<file path="src/rtl/serial_add_ctrl_pkg.sv">
// Shared encodings and defaults for the bit-serial adder controller.
package serial_add_ctrl_pkg;

  localparam int unsigned SA_WIDTH_DEF = 8;

  typedef enum logic [1:0] {
    SA_IDLE  = 2'd0,
    SA_SHIFT = 2'd1,
    SA_DONE  = 2'd2
  } sa_state_e;

endpackage

</file>
<file path="src/rtl/half_adder.sv">
// Single-bit half adder, the basic datapath primitive.
module half_adder (
  input  logic x,
  input  logic y,
  output logic s,
  output logic c
);

  assign s = x ^ y;
  assign c = x & y;

endmodule

</file>
<file path="src/rtl/serial_add_ctrl_full_adder_cell.sv">
// Combinational full adder built from two half adders and an OR of their carries.
module full_adder_cell (
  input  logic x,
  input  logic y,
  input  logic ci,
  output logic s,
  output logic co
);

  logic s0;
  logic c0;
  logic c1;

  half_adder u_ha0 (
    .x (x),
    .y (y),
    .s (s0),
    .c (c0)
  );

  half_adder u_ha1 (
    .x (s0),
    .y (ci),
    .s (s),
    .c (c1)
  );

  assign co = c0 | c1;

endmodule

</file>
<file path="src/rtl/serial_add_ctrl.sv">
// Bit-serial adder: one shared full-adder cell processes the operands LSB first,
// one bit per clock, with a start/ready request and a one-cycle done pulse.
module serial_add_ctrl
  import serial_add_ctrl_pkg::*;
#(
  parameter int unsigned WIDTH = SA_WIDTH_DEF
) (
  input  logic             clk,
  input  logic             rst,
  input  logic             start,
  input  logic [WIDTH-1:0] a,
  input  logic [WIDTH-1:0] b,
  input  logic             cin,
  output logic             ready,
  output logic             done,
  output logic [WIDTH-1:0] sum,
  output logic             cout
);

  localparam int unsigned CNT_W = $clog2(WIDTH);
  localparam logic [CNT_W-1:0] LAST_BIT = CNT_W'(WIDTH - 1);

  sa_state_e        state;
  sa_state_e        state_nxt;
  logic             accept_c;
  logic             shift_c;
  logic [WIDTH-1:0] a_sh;
  logic [WIDTH-1:0] b_sh;
  logic             carry;
  logic [CNT_W-1:0] bitcnt;
  logic             cell_s;
  logic             cell_co;

  full_adder_cell u_cell (
    .x  (a_sh[0]),
    .y  (b_sh[0]),
    .ci (carry),
    .s  (cell_s),
    .co (cell_co)
  );

  // State register
  always_ff @(posedge clk) begin
    if (rst) begin
      state <= SA_IDLE;
    end else begin
      state <= state_nxt;
    end
  end

  // Next-state and datapath strobes
  always_comb begin
    state_nxt = state;
    accept_c  = 1'b0;
    shift_c   = 1'b0;
    case (state)
      SA_IDLE: begin
        if (start) begin
          accept_c  = 1'b1;
          state_nxt = SA_SHIFT;
        end
      end
      SA_SHIFT: begin
        shift_c = 1'b1;
        if (bitcnt == LAST_BIT) begin
          state_nxt = SA_DONE;
        end
      end
      SA_DONE: begin
        state_nxt = SA_IDLE;
      end
      default: begin
        state_nxt = SA_IDLE;
      end
    endcase
  end

  // Operand/result shifters; ready and done are flopped from the next state
  always_ff @(posedge clk) begin
    if (rst) begin
      ready  <= 1'b1;
      done   <= 1'b0;
      a_sh   <= '0;
      b_sh   <= '0;
      carry  <= 1'b0;
      bitcnt <= '0;
      sum    <= '0;
      cout   <= 1'b0;
    end else begin
      ready <= (state_nxt == SA_IDLE);
      done  <= (state_nxt == SA_DONE);
      if (accept_c) begin
        a_sh   <= a;
        b_sh   <= b;
        carry  <= cin;
        bitcnt <= '0;
        sum    <= '0;
        cout   <= 1'b0;
      end else if (shift_c) begin
        a_sh  <= a_sh >> 1;
        b_sh  <= b_sh >> 1;
        carry <= cell_co;
        sum   <= {cell_s, sum[WIDTH-1:1]};
        // Counter parks at zero after the last bit so it never passes WIDTH-1
        if (bitcnt == LAST_BIT) begin
          cout   <= cell_co;
          bitcnt <= '0;
        end else begin
          bitcnt <= bitcnt + CNT_W'(1);
        end
      end
    end
  end

endmodule

</file>
<file path="config.mk">
export PLATFORM = sky130hd
export DESIGN_NAME = serial_add_ctrl
export DESIGN_NICKNAME = d
export VERILOG_FILES = /design/src/rtl/serial_add_ctrl_pkg.sv /design/src/rtl/half_adder.sv /design/src/rtl/serial_add_ctrl_full_adder_cell.sv /design/src/rtl/serial_add_ctrl.sv
export SDC_FILE = /design/constraint.sdc
export NUM_CORES = 1
export LEC_CHECK = 0
export BUFFER_PORTS_ARGS = -buffer_cell sky130_fd_sc_hd__buf_2
export CAP_MARGIN = 0
export CORE_AREA = 2 2 72 74
export DETAILED_ROUTE_END_ITERATION = 12
export DIE_AREA = 0 0 74 76
export GPL_TIMING_DRIVEN = 0
export SETUP_SLACK_MARGIN = 0.3
export SYNTH_ARGS = -nofsm -noshare
export SYNTH_HDL_FRONTEND = slang
export SYNTH_SLANG_ARGS = --single-unit
</file>
<file path="constraint.sdc">
create_clock -name clk -period 1.8 [get_ports clk]
set_clock_uncertainty 0.1 [all_clocks]
set_input_delay 0 -clock clk [delete_from_list [all_inputs] [get_ports clk]]
set_output_delay 0 -clock clk [all_outputs]
set_load 0.005 [all_outputs]
</file>
== After elaboration in Yosys (flattened, before gate mapping) ==
Cells that the tools add are included.

* Register bits after elaboration: 33
* Bits of input ports: 20
* Output and inout port bits: 11
* Logic and storage cells: 36

* Add/subtract/negate cells: 1
* Equal/unequal tests: 3
* Mux-type cells: 13
* Bitwise logic cells: 5
* Reduce and logical (&&, ||, !) cells: 5

{| class="wikitable"
|+ Operators with widths
! operator !! count
|-
| 8-bit two-way mux || 4
|-
| 1-bit two-way mux || 5
|-
| 2-bit logical NOT || 2
|-
| 2-bit two-way mux || 2
|-
| 2-bit case mux with 2 select lines || 1
|-
| 3-bit by 1-bit adder with 3-bit output (second input constant) || 1
|-
| 3-bit equality test (second input constant) || 1
|-
| 3-bit two-way mux || 1
|-
| 1-bit bitwise AND || 2
|-
| 2-bit by 1-bit equality test with 1-bit output (second input constant) || 1
|-
| 2-bit equality test (second input constant) || 1
|-
| 2-bit AND reduction || 1
|-
| 2-bit nonzero test || 1
|-
| 2-bit OR reduction || 1
|-
| 1-bit XOR || 2
|-
| 1-bit OR || 1
|}

== Depth between registers and ports, before layout ==
Gate-level depths: netlist of run 1.

* Depth after elaboration: 5
* Mapped depth: 5
* Depth with buffers taken out: 5

== Modules after synthesis ==
Synthesis of run 1 repeated with hierarchy kept, for this count alone.

* Cells, all modules: 163
* Area total of the unflattened synthesis: 1356.3 µm²

{| class="wikitable"
|+ By module, submodules not included
! module !! times used !! cells an instance !! area an instance (µm²)
|-
| serial_add_ctrl || 1 || 160 || 1325.0
|-
| half_adder || 2 || 1 || 12.5
|-
| full_adder_cell || 1 || 1 || 6.3
|}

== Worst setup path after synthesis of run 1 ==
OpenSTA, ideal clock, no wires.

* Path kind: flip-flop to flip-flop
* Start point: register carry
* End point: register carry
* Library setup time: 0.117 ns
* Arrival time: 1.065 ns
* Data required time: 1.583 ns
* Setup slack: 0.518 ns
* Cell stages (with the launch flop): 5
* Path buffers: 0
* Cells stage by stage: dfxtp_1 fa_1 nand2_1 o21ai_0 a22o_1

* Word-level cells in the longest chain between the ends: 4

{| class="wikitable"
|+ Ends and longest elaborated chain
! what !! line !! text
|-
| from (decl) || serial_add_ctrl.sv:29 || <nowiki>logic carry;</nowiki>
|-
| from (signal assigned) || serial_add_ctrl.sv:95 || <nowiki>carry <= cin;</nowiki>
|-
| from (signal assigned) || serial_add_ctrl.sv:102 || <nowiki>carry <= cell_co;</nowiki>
|-
| 1-bit bitwise AND || half_adder.sv:10 || <nowiki>assign c = x & y;</nowiki>
|-
| 1-bit OR || serial_add_ctrl_full_adder_cell.sv:28 || <nowiki>assign co = c0 | c1;</nowiki>
|-
| net cell_co || serial_add_ctrl.sv:32 || <nowiki>logic cell_co;</nowiki>
|-
| 1-bit two-way mux || serial_add_ctrl.sv:99 || <nowiki>end else if (shift_c) begin</nowiki>
|-
| 1-bit two-way mux || serial_add_ctrl.sv:92 || <nowiki>if (accept_c) begin</nowiki>
|}

The timed path passes the listed nets, and every way through them passes these cells. The select of a mux whose other input is x is not followed.
A chain may end at the register's enable or synchronous reset.

== Worst setup path after layout of run 1 ==
Same ends and word-level chain as after synthesis.

==> results of run 1 <==
-- cells by family after synthesis --
group | Yosys count | synth area share (%)
simple gates | 44 | 17.76
buf+inv | 10 | 6.944
fa+ha+maj | 3 | 3.246
compound gates | 48 | 24.44
flops | 33 | 47.61
-- cell type report --
type / count / area, um2
Timing Repair Buffer: 45 / 305.3
Clock inverter: 1 / 5.005
Buffer: 10 / 96.34
Sequential cell: 33 / 660.6
Clock buffer: 7 / 96.34
Fill cell: 518 / 3030
Multi-Input combinational cell: 95 / 630.6
Tap cell: 70 / 87.58
-- routing by layer --
layer | track usage [%] | wire, um | vias to the layer above | part of all wire (%)
met5 | 0 | 0 | - | 0
met4 | 5.455 | 64 | 0 | 2.3
met3 | 3.968 | 181 | 8 | 6.4
met2 | 16.88 | 1194 | 34 | 42
met1 | 13.59 | 1399 | 510 | 49
li1 | - | - | 589 | -
-- power groups by stage --
stage / clock, uW / combinational, uW / sequential (uW)
finish: 611 / 179 / 777
global route: 663 / 200 / 780
CTS: 638 / 182 / 777
detailed placement: 0 / 155 / 794
global placement: 0 / 154 / 793
floorplan: 0 / 109 / 790
-- cells in the mapped netlist, types with 2 or more instances --
library cell / count / area (um2)
nor3_1: 3 / 15.01
a21o_1: 12 / 90.09
o21ai_0: 4 / 20.02
dfxtp_1: 33 / 660.6
nand4b_1: 2 / 17.52
a21oi_1: 13 / 65.06
nor3b_2: 2 / 25.02
nand2_1: 24 / 90.09
a22oi_1: 2 / 15.01
nor2_1: 5 / 18.77
a22o_1: 14 / 122.6
buf_6: 7 / 78.83
buf_2: 2 / 10.01
ha_1: 2 / 25.02
-- worst max-delay path: cells and delay by family, from the launching register on --
family	cells	cell delay [ps]
DFF	1	330
and+or+nand+nor	1	70
adders and majority gates	1	460
AOI/OAI and AO/OA	2	310
-- cell usage in the layout, fill, tap and decap left out --
cell,instances
a21o_1,12
a21oi_1,13
a21oi_2,1
a22o_1,14
a22oi_1,2
buf_2,31
buf_4,1
buf_6,7
clkbuf_8,7
clkinv_2,1
dfxtp_1,33
dlygate4sd3_1,16
fa_1,1
ha_1,2
nand2_1,24
nand2b_1,1
nand2b_2,1
nand4b_1,2
nor2_1,5
nor2_4,1
nor2b_1,1
nor3_1,3
nor3b_2,2
nor4b_1,1
nor4b_4,1
o21ai_0,4
o21ba_2,1
o21bai_1,1
or2_1,1
or3b_2,1
-- registers in the layout (all words and copies together) (netlist names) --
name	flops
a_sh	8
b_sh	8
bitcnt	3
carry	1
cout	1
done	1
ready	1
state	2
sum	8
-- timing repair --
| item | in CTS | in global routing |
|---|---|---|
| hold buffers | 16 | 0 |
| hold endpoints to repair | 18 | 0 |
| gates resized for setup | 0 | 0 |
-- how the worst max path moves through the flow --
stage                 end  slack [ps]  cells past startpoint      start
floorplan           carry         520                      4      carry
global placement    carry         450                      4      carry
detailed placement  carry         430                      4      carry
CTS                 carry         420                      4      carry
global route         cout         310                      5  bitcnt[0]
finish              carry         440                      4      carry
-- through the flow --
step	hold slack, ps	worst slack [ps]	utilization [%]
2_1_floorplan	43.70	517.9	-
3_3_place_gp	147.7	446.5	32.99
3_5_place_dp	150.3	430.7	32.99
4_1_cts	16.09	424.4	38.31
5_1_grt	75.09	314.3	38.31
6_report	16.56	436.5	38.31
==> run metrics, run 1 <==
Non-Filler Instances=261; combinational cell fraction of total power=11.4%; Tightest Pin Transition=283.3 ps; First-pass DRT Iterations=4; crit path capture type=flop; clock latency at the later pin of the worst-skew pair=about 280 ps; Tightest Hold Check Type=in -> reg; final hold violations=0; warnings from Yosys=0; initial antenna violation count=0; Pleak=about 0.00087 uW; Max Cap Viol=0; worst path required time=approximately 1900 ps; Finished Cell Area=~1900 um2; reg2reg setup slack=440 ps; slowest CP cell=fa_1; CTS max path bufs=2; unrepaired setup endpoints after global routing=false; Inst Count DP=237; sequential area share after synthesis=between 40% and 50%; Final period util=75.75%; drt initial violations=between 40 and 50; core area=roughly 4900 um2; Reg power frac=49.6%; wire per inst=between 10 and 15 um; clock-pin slew on the worst setup and hold paths=70 ps; kind of critical path=reg -> reg; CTS buffer count=5; clock share of power=between 30% and 40%; area delta synth->final=35.62%; Cells after Synth=~140; Vias=around 1100; sw power=roughly 360 uW; CTS tree=done; post-synth net total=161; global-route wire length before repair=~4800 um; crit path DAT=1440 ps; worst-path maximum fanout=2; Final Slew Violations=0; fmax=roughly 0.73 GHz; Fin Setup TNS=0 ps; share of layout cells above drive strength 1=about 29%; CP peak stage delay=between 400 and 500 ps; die area=around 5600 um2; chip width=around 74 um; Cell Int Power=about 1200 uW; ant diodes=0; effective utilization at floorplan=28.25%; Power Density=about 830 nW/um2; R2R Path Start=carry; hold wc startpoint=b[0]; number of synthesized flops with an enable pin=0; Reg2Reg Depth=4; IO buf count=29; Worst Setup Start Kind=flop; Synth cell types=27; Nets=213; DP Wirelength=2016 um; Tot Pwr=around 1600 uW; worst path cell trace=fa_1 -> nand2_1 -> o21ai_0 -> a22o_1; Overflow after GRT=0; vias in the first global route=1111; die height=76 um; Via-to-Cell Ratio=~4.4; num rows=26; post-synthesis register bit count=33; WL final=2839 um; H-tree levels=2; RePlAce Congestion=0.7030; hold endpoint=b_sh[0]; R2R Path End=carry; Post-Syn Area=1388 um2; status=completed; largest net degree at the start of global routing=11; Root Buffer=clkbuf_8; setup bufs post-CTS=0; final setup fails=0; Min-Delay Path Depth=4; Net Sw Frac=roughly 23%; DRC Markers=0; Syn Area/Cell=about 10 um2; Min Clock Period, post-route=around 1400 ps; all-layer global routing usage=roughly 11%; I/O pin cnt=31; Slew headroom=between 80% and 90%; clk sinks=33; Post-Place Cell Area=~1600 um2; ANT nets after route=0; Async SR Flop Fraction=0%; main flop type after synthesis=dfxtp_1; VDD IR-drop max=about 0.35 mV
No activity file was read; power rests on OpenSTA's default activity.
==> inputs of run 2 (changes only) <==
Clock period 1.8 ns to 1.3 ns, I/O delays scaled along.
==> run metrics, run 2 (synthesis gave the netlist of run 1 again) <==
status=complete, but fails checks (was completed); failing checks=negative hold slack; Final period util=99.91% (was 75.75%); crit path capture type=flop (unchanged); Reg power frac=50.1% (was 49.6%); pre-CTS setup slack=-34.34 ps (was 430.7 ps); worst path required time=1380 ps (was 1880 ps); Final WS setup=1.210 ps (was 436.5 ps); Inst Count DP=237 (unchanged); Min Clock Period, post-route=1299 ps (was 1364 ps); unrepaired setup endpoints after global routing=true (was false); clk sinks=33 (unchanged); Cell Int Power=1620 uW (was 1207 uW); drt initial violations=18 (was 44); CTS buffer count=5 (unchanged); Vias=1224 (was 1141); crit path DAT=1380 ps (was 1440 ps); IO buf count=29 (unchanged); clock latency at the later pin of the worst-skew pair=280 ps (about the same); H-tree levels=2 (unchanged); VDD IR-drop max=0.6605 mV (was 0.3482 mV); First-pass DRT Iterations=4 (unchanged); Slew headroom=81.24% (was 80.91%); hold_buf cts=16 (unchanged); I/O pin cnt=31 (unchanged); Nets=224 (was 213); kind of critical path=reg -> reg (unchanged); biggest regs=a_sh (8), b_sh (8), sum (8) (unchanged); post-layout util=44.01% (was 38.31%); global-route wire length before repair=5250 um (was 4802 um); num rows=26 (unchanged); DP Wirelength=1971 um (was 2016 um); core area=4912 um2 (unchanged); DRC Markers=0 (unchanged); clock share of power=33.9% (was 39.0%); Overflow after GRT=0 (unchanged); final hold violations=3 (was 0); all-layer global routing usage=11.91% (was 11.07%); chip width=74 um (unchanged); Tightest Hold Check Type=in -> reg (unchanged); die height=76 um (unchanged); highest-count cells in the layout ignoring fill and taps=buf_2, dfxtp_1, nand2_1 (was dfxtp_1, buf_2, nand2_1); Power Density=994.2 nW/um2 (was 833.0 nW/um2); ANT nets after route=0 (unchanged); final setup fails=0 (unchanged); hold_ws=-76.97 ps (was 16.56 ps); worst-path maximum fanout=5 (was 2); fmax=0.7699 GHz (was 0.7334 GHz); die area=5624 um2 (unchanged); Final Slew Violations=0 (unchanged); CTS tree=done (unchanged); Root Buffer=clkbuf_8 (unchanged); wire per inst=12.57 um (was 10.88 um); Tot Pwr=2149 uW (was 1567 uW); WL final=3419 um (was 2839 um); clock-pin slew on the worst setup and hold paths=70 ps (about the same); share of layout cells above drive strength 1=49.50% (was 28.80%); Max Cap Viol=0 (unchanged); area delta synth->final=55.82% (was 35.62%); most common cell after layout, fill and taps aside=buf_2 (was dfxtp_1); combinational cell fraction of total power=15.9% (was 11.4%); CTS max path bufs=2 (unchanged); vias in the first global route=1178 (was 1111); Worst Setup Start Kind=flop (unchanged); Tightest Pin Transition=280.1 ps (was 283.3 ps); largest net degree at the start of global routing=11 (unchanged); ant diodes=0 (unchanged); Net Sw Frac=24.64% (was 23.01%); effective utilization at floorplan=28.25% (unchanged); RePlAce Congestion=0.6879 (was 0.7030); Pleak=0.0009631 uW (was 0.0008697 uW); Via-to-Cell Ratio=4.500 (was 4.372); Fin Setup TNS=0 ps (unchanged); Non-Filler Instances=272 (was 261); sw power=529.6 uW (was 360.7 uW); initial antenna violation count=0 (unchanged)
==> run 2: changes by cell type in the layout (fill, tap and decap cells not counted), moves of 3 or more <==
cell | before | now
a21oi_1 | 13 | 0
a21oi_2 | 1 | 14
buf_6 | 7 | 15
dfxtp_1 | 33 | 27
buf_4 | 1 | 6
dfxtp_2 | 0 | 4
o21ai_0 | 4 | 0
nand2_1 | 24 | 21
==> run 2: final cells by class <==
cell class / count / area [um2]
fill: 472 / 2750
multi-input combinational: 95 / 799.5
sequential: 33 / 673.1
timing repair buffer: 56 / 410.4
buffer: 10 / 108.9
tap: 70 / 87.58
clock buffer: 6 / 72.57
clock inverter: 2 / 10.01
==> run 2: per-layer routing <==
| metal | vias to the layer above | wire (um) | global-route usage (%) |
|---|---|---|---|
| li1 | 615 | - | - |
| met5 | - | 0 | 0 |
| met1 | 581 | 1549 | 15.19 |
| met2 | 26 | 1705 | 18.30 |
| met4 | 0 | 15 | 4.364 |
| met3 | 2 | 148 | 4.233 |
==> run 2: worst max-delay path, stage by stage, from the launching register on <==
cell,delay [ps]
dfxtp_2,320
buf_6,130
nor3b_4,160
buf_6,130
a22o_1,220
a21o_1,140
==> run 2: final timing paths <==
check / start / end / slack, ps / cells after the start
worst min-delay path: rst / ready / -80 / 3
worst min register to register: b_sh[3] / b_sh[3] / 350 / 1
worst max-delay path: state[0] / a_sh[6] / 1 / 5
worst max register to register: state[0] / a_sh[6] / 1 / 5
==> run 2: through the flow <==
stage / cell area [um2] / hold WS (ps)
floorplan: 1436 / 17.55
global placement: 1669 / 153.6
detailed placement: 1669 / 160.0
CTS: 1993 / -3.794
global route: 2162 / -65.97
finish: 2162 / -76.97
==> run 2: power by group through the flow <==
stage | registers (uW) | logic, uW | clock network [uW]
global route | 1080 | 375 | 803
detailed placement | 1100 | 221 | 0
finish | 1080 | 343 | 729
floorplan | 1090 | 156 | 0
global placement | 1100 | 220 | 0
CTS | 1080 | 289 | 757
==> run 2: repair_timing <==
action | in CTS | in global routing
endpoints found under the hold margin | 18 | 2
setup buffers | 3 | 2
pin swaps | 5 | 12
gates resized for setup | 15 | 40
gates cloned | 4 | 2
endpoints found under the setup margin | 33 | 33
